**src/rtl/axi_slv_pkg.sv**
```systemverilog
// rtl/axi_slv_pkg.sv - shared burst, response and FSM state types for axi_slave_mem
package axi_slv_pkg;

    typedef enum logic [1:0] {
        FIXED = 2'd0,
        INCR  = 2'd1,
        WRAP  = 2'd2
    } burst_t;

    localparam logic [1:0] OKAY   = 2'b00;
    localparam logic [1:0] SLVERR = 2'b10;

    typedef enum logic [1:0] {
        W_IDLE,
        W_DATA,
        W_RESP
    } w_state_t;

    typedef enum logic {
        R_IDLE,
        R_DATA
    } r_state_t;

endpackage

```
**src/rtl/axi_slv_addr_gen.sv**
```systemverilog
// rtl/axi_slv_addr_gen.sv - combinational next-beat address for FIXED/INCR/WRAP bursts
module axi_slv_addr_gen
    import axi_slv_pkg::*;
(
    input  logic [31:0] addr,
    input  logic [2:0]  size,
    input  logic [3:0]  len,
    input  logic [1:0]  burst,
    output logic [31:0] next_addr
);

    logic [31:0] incr_addr;
    logic [31:0] wrap_mask;
    logic        wrap_ok;

    always_comb begin
        incr_addr = addr + (32'd1 << size);
        wrap_mask = (({28'd0, len} + 32'd1) << size) - 32'd1;
        wrap_ok   = (len == 4'd1) || (len == 4'd3) || (len == 4'd7) || (len == 4'd15);
        // Illegal WRAP lengths and the reserved burst code both fall back to INCR
        if (burst == FIXED) begin
            next_addr = addr;
        end else if ((burst == WRAP) && wrap_ok) begin
            next_addr = (addr & ~wrap_mask) | (incr_addr & wrap_mask);
        end else begin
            next_addr = incr_addr;
        end
    end

endmodule

```
**src/rtl/axi_slave_mem.sv**
```systemverilog
// rtl/axi_slave_mem.sv - AXI3-style slave with word-addressed memory
// AXI_SLV_WID_CHECK_EN: reject W beats whose wid differs from the captured awid
module axi_slave_mem
    import axi_slv_pkg::*;
#(
    parameter int MEM_DEPTH = 64
) (
    input  logic        aclk,
    input  logic        arst,
    input  logic [3:0]  awid,
    input  logic [3:0]  awlen,
    input  logic [31:0] awaddr,
    input  logic [2:0]  awsize,
    input  logic [1:0]  awburst,
    input  logic        awvalid,
    output logic        awready,
    input  logic [3:0]  wid,
    input  logic [31:0] wdata,
    input  logic [3:0]  wstrb,
    input  logic        wlast,
    input  logic        wvalid,
    output logic        wready,
    output logic [3:0]  bid,
    output logic [1:0]  bresp,
    output logic        bvalid,
    input  logic        bready,
    input  logic [3:0]  arid,
    input  logic [3:0]  arlen,
    input  logic [31:0] araddr,
    input  logic [2:0]  arsize,
    input  logic [1:0]  arburst,
    input  logic        arvalid,
    output logic        arready,
    output logic [3:0]  rid,
    output logic [1:0]  rresp,
    output logic [31:0] rdata,
    output logic        rlast,
    output logic        rvalid,
    input  logic        rready
);

    localparam int AW = $clog2(MEM_DEPTH);

    w_state_t    w_state, w_state_nxt;
    r_state_t    r_state, r_state_nxt;
    logic        rst_done;

    logic [3:0]  w_id, w_len, w_cnt;
    logic [31:0] w_addr, w_next;
    logic [2:0]  w_size;
    logic [1:0]  w_burst;
    logic        w_err;

    logic [3:0]  r_id, r_len, r_cnt;
    logic [31:0] r_addr, r_next;
    logic [2:0]  r_size;
    logic [1:0]  r_burst;
    logic [31:0] r_data_q;
    logic [1:0]  r_resp_q;

    logic [31:0] mem [MEM_DEPTH];

    logic        aw_hs, w_hs, ar_hs, r_hs;
    logic        w_last_beat, r_last_beat;
    logic        wid_ok, w_beat_ok, w_mem_en;
    logic [31:0] ld_addr, ld_data;
    logic [2:0]  ld_size;
    logic        ld_ok;

    function automatic logic in_range(input logic [31:0] a);
        return a[31:AW+2] == '0;
    endfunction

`ifdef AXI_SLV_WID_CHECK_EN
    assign wid_ok = (wid == w_id);
`else
    logic unused_wid;
    assign unused_wid = ^wid;
    assign wid_ok     = 1'b1;
`endif

    assign aw_hs       = awvalid && awready;
    assign w_hs        = wvalid && wready;
    assign ar_hs       = arvalid && arready;
    assign r_hs        = rvalid && rready;
    assign w_last_beat = (w_cnt == w_len);
    assign r_last_beat = (r_cnt == r_len);
    assign w_beat_ok   = (w_size <= 3'd2) && in_range(w_addr) && wid_ok;
    assign w_mem_en    = w_hs && w_beat_ok && !arst;

    axi_slv_addr_gen u_wr_addr (
        .addr      (w_addr),
        .size      (w_size),
        .len       (w_len),
        .burst     (w_burst),
        .next_addr (w_next)
    );

    axi_slv_addr_gen u_rd_addr (
        .addr      (r_addr),
        .size      (r_size),
        .len       (r_len),
        .burst     (r_burst),
        .next_addr (r_next)
    );

    always_ff @(posedge aclk) begin
        if (arst) begin
            w_state  <= W_IDLE;
            r_state  <= R_IDLE;
            rst_done <= 1'b0;
        end else begin
            w_state  <= w_state_nxt;
            r_state  <= r_state_nxt;
            rst_done <= 1'b1;
        end
    end

    always_comb begin
        w_state_nxt = w_state;
        case (w_state)
            W_IDLE:  if (aw_hs) w_state_nxt = W_DATA;
            W_DATA:  if (w_hs && w_last_beat) w_state_nxt = W_RESP;
            W_RESP:  if (bready) w_state_nxt = W_IDLE;
            default: w_state_nxt = W_IDLE;
        endcase
        r_state_nxt = r_state;
        case (r_state)
            R_IDLE:  if (ar_hs) r_state_nxt = R_DATA;
            R_DATA:  if (r_hs && r_last_beat) r_state_nxt = R_IDLE;
            default: r_state_nxt = R_IDLE;
        endcase
    end

    // rst_done keeps the ready outputs low until the first edge after reset release
    always_comb begin
        awready = rst_done && (w_state == W_IDLE);
        wready  = (w_state == W_DATA);
        bvalid  = (w_state == W_RESP);
        bid     = bvalid ? w_id : 4'd0;
        bresp   = (bvalid && w_err) ? SLVERR : OKAY;
        arready = rst_done && (r_state == R_IDLE);
        rvalid  = (r_state == R_DATA);
        rid     = rvalid ? r_id : 4'd0;
        rdata   = rvalid ? r_data_q : 32'd0;
        rresp   = rvalid ? r_resp_q : OKAY;
        rlast   = rvalid && r_last_beat;
    end

    always_ff @(posedge aclk) begin
        if (arst) begin
            w_id    <= '0;
            w_addr  <= '0;
            w_len   <= '0;
            w_size  <= '0;
            w_burst <= '0;
            w_cnt   <= '0;
            w_err   <= 1'b0;
        end else if (aw_hs) begin
            w_id    <= awid;
            w_addr  <= awaddr;
            w_len   <= awlen;
            w_size  <= awsize;
            w_burst <= awburst;
            w_cnt   <= '0;
            w_err   <= (awsize > 3'd2);
        end else if (w_hs) begin
            w_addr <= w_next;
            w_cnt  <= w_cnt + 4'd1;
            if (!w_beat_ok || (wlast != w_last_beat)) begin
                w_err <= 1'b1;
            end
        end
    end

    always_ff @(posedge aclk) begin
        if (w_mem_en) begin
            for (int b = 0; b < 4; b++) begin
                if (wstrb[b]) begin
                    mem[w_addr[2 +: AW]][8*b +: 8] <= wdata[8*b +: 8];
                end
            end
        end
    end

    // Read data is registered when a beat is loaded, so a same-cycle write lands after the read
    always_comb begin
        ld_addr = ar_hs ? araddr : r_next;
        ld_size = ar_hs ? arsize : r_size;
        ld_ok   = (ld_size <= 3'd2) && in_range(ld_addr);
        ld_data = ld_ok ? mem[ld_addr[2 +: AW]] : 32'd0;
    end

    always_ff @(posedge aclk) begin
        if (arst) begin
            r_id     <= '0;
            r_addr   <= '0;
            r_len    <= '0;
            r_size   <= '0;
            r_burst  <= '0;
            r_cnt    <= '0;
            r_data_q <= '0;
            r_resp_q <= OKAY;
        end else if (ar_hs) begin
            r_id     <= arid;
            r_addr   <= araddr;
            r_len    <= arlen;
            r_size   <= arsize;
            r_burst  <= arburst;
            r_cnt    <= '0;
            r_data_q <= ld_data;
            r_resp_q <= ld_ok ? OKAY : SLVERR;
        end else if (r_hs && !r_last_beat) begin
            r_addr   <= r_next;
            r_cnt    <= r_cnt + 4'd1;
            r_data_q <= ld_data;
            r_resp_q <= ld_ok ? OKAY : SLVERR;
        end
    end

endmodule

```
**config.mk**
```make
export PLATFORM = sky130hd
export DESIGN_NAME = axi_slave_mem
export DESIGN_NICKNAME = d
export VERILOG_FILES = /design/src/rtl/axi_slv_pkg.sv /design/src/rtl/axi_slv_addr_gen.sv /design/src/rtl/axi_slave_mem.sv
export SDC_FILE = /design/constraint.sdc
export NUM_CORES = 2
export LEC_CHECK = 0
export BUFFER_PORTS_ARGS = -buffer_cell sky130_fd_sc_hd__buf_2
export CORE_UTILIZATION = 25
export DETAILED_ROUTE_END_ITERATION = 10
export MAX_ROUTING_LAYER = met4
export PLACE_DENSITY = 0.47
export SLEW_MARGIN = 15
export SYNTH_ARGS = -nofsm -noshare
export SYNTH_HDL_FRONTEND = slang
export SYNTH_SLANG_ARGS = --single-unit
```
**constraint.sdc**
```tcl
create_clock -name aclk -period 6.9 [get_ports aclk]
set_input_delay 0.345 -clock aclk [delete_from_list [all_inputs] [get_ports aclk]]
set_output_delay 0.345 -clock aclk [all_outputs]
set_load 0.01 [all_outputs]
```
After elaboration in Yosys (flattened, before gate mapping)
Memory sizes are Yosys's and may differ from the RTL's.
Cells that the tools add are included.
Word-level totals
  register bits: 137
  output and inout port bits: 50
  bits in writable memories: 2048
  word-level logic and storage cells: 146
  memories: 1
Cells by class
  bitwise operators: 9
  muxes and demuxes: 44
  order comparisons: 3
  reduce and logical (&&, ||, !) cells: 40
  eq/ne operators: 19
  shifts and indexed selects: 4
  add/subtract/negate cells: 8
Memories
  mem: depth 64, bits a word 32, rd ports 1, clocked after memory_dff 0, wr ports 1, line axi_slave_mem.sv:61  | logic [31:0] mem [MEM_DEPTH];
Operators by type and width (count)
  $mux W32: 13
  $and A32 B32 Y32: 4
  $add A32 B32 Y32: 2
  $not A32 Y32: 2
  $or A32 B32 Y32: 2
  $shl A1 B3 Y32 const A: 2
  $shl A32 B3 Y32: 2
  $sub A32 B1 Y32 const B: 2
  $logic_not A24 Y1: 2
  $mux W1: 18
  $logic_and A1 B1 Y1: 17
  $mux W2: 8
  $add A4 B1 Y5 const B: 2
  $add A4 B1 Y4 const B: 2
  $eq A4 B1 Y1 const B: 2
  $eq A4 B2 Y1 const B: 2
  $eq A4 B3 Y1 const B: 2
  $eq A4 B4 Y1: 2
  $eq A4 B4 Y1 const B: 2
  $mux W4: 2
  $logic_or A1 B1 Y1: 7
  $eq A2 B2 Y1 const B: 3
  $le A3 B2 Y1 const B: 2
  $logic_not A2 Y1: 3
  14 further kinds: 22

Logic depth before layout (Yosys ltp)
  word-level depth: 14
  mapped depth: 23
  mapped depth without buffers: 18

Hierarchy
From an unflattened synthesis, not the netlist that was laid out.
Unflattened totals
  cell total of the unflattened synthesis: 7173
  area total of the unflattened synthesis: 90584.4 um^2
By module, submodules not included
  axi_slave_mem: cells an instance 6641, seq. area each 64221.6 um^2, area an instance 86859.6 um^2, times used 1
  axi_slv_addr_gen (u_wr_addr): cells an instance 264, seq. area each 0.0 um^2, area an instance 1923.1 um^2, times used 1
  axi_slv_addr_gen (u_rd_addr): cells an instance 268, seq. area each 0.0 um^2, area an instance 1801.7 um^2, times used 1

Least setup slack after synthesis
OpenSTA, ideal clock, no wires.
  path kind: flip-flop to flip-flop
  from: register r_len[1]
  to: register r_data_q[10]
  clock period less this slack: 4.351 ns
  data arrival time: 4.282 ns
  data required time: 6.831 ns
  path buffers: 3
  setup slack: 2.549 ns
  cell stages (with the launch flop): 19
  cells stage by stage: dfxtp_1 > inv_1 > ha_1 > buf_2 > mux2_2 > or2_2 > ha_1 > inv_1 > a21oi_2 > and4_1 > buf_2 > mux2i_1 > or4b_4 > a31oi_4 > clkbuf_1 > mux2_2 > a2111oi_0 > a31oi_1 > o21ai_1
Between the ends
  cells in the longest elaborated chain, start to end: 14
Ends and longest elaborated chain
  start: declaration: line axi_slave_mem.sv:54  | logic [3:0] r_id, r_len, r_cnt;
  start signal: assignment: line axi_slave_mem.sv:207  | r_len <= arlen;
  parallel branches: the longest is 14 deep, another holds $sub A32 B1 Y32
  end signal: assignment: line axi_slave_mem.sv:211  | r_data_q <= ld_data;
  end signal: assignment: line axi_slave_mem.sv:216  | r_data_q <= ld_data;
  end: declaration: line axi_slave_mem.sv:58  | logic [31:0] r_data_q;
Several ways; the timed one is not identified. The select of a mux whose other input is x is not followed.
A chain may end at the register's enable or synchronous reset.

Final worst setup path
  from: register r_len[1]
  to: register r_data_q[13]
Same word-level chain as after synthesis.

==> impl_metrics.yaml <==
outcome:
  run_status: "finished clean"
clock_network:
  cts.htree.levels: 4
  clock_buffer_count_from_cts: 224
  cts_root_buf: "clkbuf_16"
  clock_insertion_delay_worst_skew_ns: 0.90
  clockBufferDepth: 4
  post-cts-setup-buffers: 0
  cts.sink_count: 2184
  clk_pin_slew_worst_paths_ns: 0.06
  cts_tree: "yes"
power:
  peakVddDrop_mv: 0.2270
  powerDensity_nw_per_um2: 271.5
  p_leak_nw: 35.15
  report.power.total_w: 0.02882
layout:
  layout-area-overhead-vs-synth_pct: 16.12
  final_net_count: 7347
  most_common_cell_after_layout_fill_and_taps_aside: "edfxtp_1"
  fin_area_um2: 106200
  post_route_cells_drive_above_1_share_pct: 11.23
  layout.cells.most_common_list: "2,048 x edfxtp_1, 1,292 x nand2_1, 639 x a21oi_1, 419 x nor2_1, 295 x mux2i_1"
synth:
  basic_gate_share_of_the_synthesized_area_counting_and_or_nand_and_nor_cells_pct: 10.29
  synth.area.mux_share_pct: 5.224
  syn_inst: 6972
  number_of_flip_flops_and_latches_in_the_synthesized_netlist: 2184
  synthAdderAreaFrac_pct: 0.3996
  ys_warn_count: 0
  avgSynthCellArea_um2: 13.12
  area_fraction_in_compound_gates_after_synthesis_pct: 10.79
  ys.flop_type: "edfxtp_1"
  ys_top_cells_by_area: "edfxtp_1 67%, nand2_1 5.3%, a21oi_1 3.5%"
  async_flop_share_pct: 0
  synth_top_area_share_pct: 67.26
  yosysSeqAreaShare_pct: 70.23
  number_of_flops_mapped_to_enable_cells_by_yosys: 2048
  yosys.cell_types.count: 78
  synthDominantAreaCellType: "edfxtp_1"
  synth_top_family_by_area: "compound AO/OA/AOI/OAI gates"
  synth_xor_area_share_pct: 0.6226
  synth.cell_area_um2: 91440
global_route:
  grt_max_degree: 132
  grt_overflow_total: 0
  first_global_vias: 57200
  first_pass_grt_wire_length_mm: 423.5
  grt_antenna_before_repair: 36
  grtUsageTotal_pct: 16.26
worst_setup_path:
  critPathLaunch: "r_len[1]"
  critical_path.n_buffers_inverters: 3
  worst-path-max-fanout: 38
  crit_path_frequent_cell: "buf_4"
  setup.worst_path.end: "r_data_q[13]"
  worst_path_max_delay_cell: "buf_4"
  kind_of_launch_point_of_the_worst_setup_path: "register"
  endpoint_class_of_the_critical_path: "register"
  critical-path-top-delay-family: "compound AO/OA/AOI/OAI gates"
  reg2reg_slack_ns: 1.23
  crit_arrival_ns: 6.45
  timing.critical_path.depth: 16
  setup_cp_type: "reg -> reg"
  rr_endpoint: "r_data_q[13]"
  cp_cell_sequence: "ha_1 -> nand3b_1 -> a21boi_1 -> nor3_1 -> or2_2 -> a31o_2 -> nor4_1 -> mux2_4 -> buf_4 -> nand2b_2 -> buf_4 -> a311oi_1 -> a2111oi_0 -> buf_4 -> a31oi_1 -> o21ai_1"
  worst_ep_required_time_ns: 7.68
  largest_stage_delay_worst_path_ns: 0.58
  worst_r2r_startpoint: "r_len[1]"
  worst-r2r-cell-count: 16
timing:
  totalNegativeSetupSlack_ns: 0
  rsz0062_at_grt: "false"
  finalClockSkew_ns: 0.09836
  period_needed_ns: 5.673
  total_count_of_max_transition_violations_in_the_final_report: 0
  finalCritPeriodShare_pct: 82.22
  achievable-frequency_mhz: 176.3
  final_hold_viol_count: 0
  transition_time_of_the_tightest_slew_check_pin_ns: 1.190
  report.final.setup_viol: 0
  slew-limit-headroom_pct: 20.45
floorplan:
  initial_utilization_pct: 25.19
  core.rowCount: 221
  area_of_the_core_um2: 363100
  die_area_um2: 368200
  die_y_um: 606.8
  chipWidth_um: 606.8
  boundaryPins: 188
routing:
  detailroute.wirelength.met2_mm: 135.8
  routedLengthMet1_mm: 136.4
  drc: 0
  drt_pass1_iterations: 6
  top_signal_layer_used: "met4"
  post_dr_vias_cell: 4.903
  num_vias: 59750
  routed-wl-met3_mm: 18.97
  wl_mm: 299.0
  detailedRoute.firstIterationViolations: 6144
  ant_nets: 0
  route.detailed.wl_per_inst_um: 24.53
worst_hold_path:
  worstHoldPathType: "in -> reg"
  worstHoldStart: "arvalid"
placement:
  finalWeightedCongestion: 0.8334
  place_area_um2: 98340
  buffer_ports.inserted: 181
  hpwl_mm: 185.8
flow_run:
  maxCapViolCount: 0
## how the worst min path moves through the flow
stage,to,slack [ns],cells past startpoint
4_1_cts,r_addr[1],0.003,4
5_1_grt,mem[42][11],0.08,1
3_5_place_dp,r_data_q[4],0.44,2
6_report,r_addr[0],0.08,3
3_3_place_gp,w_id[3],0.44,2
2_1_floorplan,r_data_q[0],0.42,2
## registers in the layout (all words and copies together), names as in the netlist, named ones only
signal and cells:
w_len 4, r_len 4, r_cnt 4, w_state 2
w_id 4, r_burst 2, rvalid 1, mem 2048
w_size 3, r_id 4, w_cnt 4, rst_done 1
r_resp_q 1, r_data_q 32, w_burst 2, w_err 1
r_size 3, r_addr 32
## tightest hold or removal path, cell delays in order
cell and delay, ns:
buf_2 0.12, nand2_4 0.23, a211oi_1 0.13
## report_power, final
group          internal [W]  total [W]  switching (W)  leakage [nW]
Combinational      0.000893    0.00276        0.00187          12.3
Sequential           0.0145     0.0146      0.0000531          19.5
Clock               0.00639     0.0115        0.00512          3.31
## through the flow
step	hold slack [ns]	worst slack (ns)	instances	utilization, %
after detailed placement	0.4431	1.231	11650	27.09
final	0.07641	1.227	12190	29.24
after global placement	0.4381	1.179	11650	27.09
after CTS	0.003016	1.157	12150	29.22
after global routing	0.07982	0.8829	12170	29.23
after floorplan	0.4227	2.549	6973	-
## final cells by class
| class | count | area [µm²] |
|---|---|---|
| antenna | 37 | 92.59 |
| clock buffer | 282 | 5904 |
| clock inverter | 118 | 838.3 |
| tap | 4794 | 5998 |
| inverter | 36 | 135.1 |
| timing repair buffer | 479 | 3869 |
| fill | 36540 | 256900 |
| multi-input combinational | 4256 | 25120 |
| sequential | 2184 | 64220 |
## cells in the mapped netlist, types with 5 or more instances
cell type	n
edfxtp_1	2048
nand2_1	1298
a21oi_1	639
nor2_1	421
mux2i_1	295
clkbuf_1	282
dfxtp_1	136
a211oi_1	133
a22oi_1	131
and3_1	120
o21ai_0	114
a31oi_1	110
a311oi_1	108
buf_2	102
nand3_1	97
buf_1	86
nor3_1	82
a21o_1	72
a221oi_1	65
mux4_2	61
and2_1	56
mux2_2	40
xnor2_1	38
inv_1	36
o22ai_1	36
a2111oi_0	35
o21ai_1	34
buf_4	27
ha_1	26
nor4_1	23
xor2_1	22
nand4_1	18
or3_1	17
nand2b_1	14
nor2b_1	14
nor3b_1	12
o31ai_1	10
or2_2	10
o211ai_1	8
a31o_2	7
or4_1	7
and4_1	6
a211o_1	5
o211a_1	5
o21a_1	5
## routing by layer
| metal | vias up | global-route usage [%] |
|---|---|---|
| met3 | 394 | 2.535 |
| met2 | 2105 | 24.66 |
| met4 | 0 | 4.698 |
| met1 | 30470 | 22.44 |
| li1 | 26780 | - |
| met5 | - | - |
## cell families after synthesis
logic type               count (synthesis)
AND/OR/NAND/NOR                       2214
flip-flops                            2184
AO/OA/AOI/OAI                         1554
buffers and inverters                  533
multiplexers                           396
XOR/XNOR                                62
adder cells (fa/ha/maj)                 28
other                                    1
## repair_timing
action / CTS / global route
hold buffers: 99 / 0
gates resized for setup: 0 / 0
endpoints found under the setup margin: 0 / 0
hold endpoints to repair: 95 / 0
No activity file was read; power rests on OpenSTA's default activity.
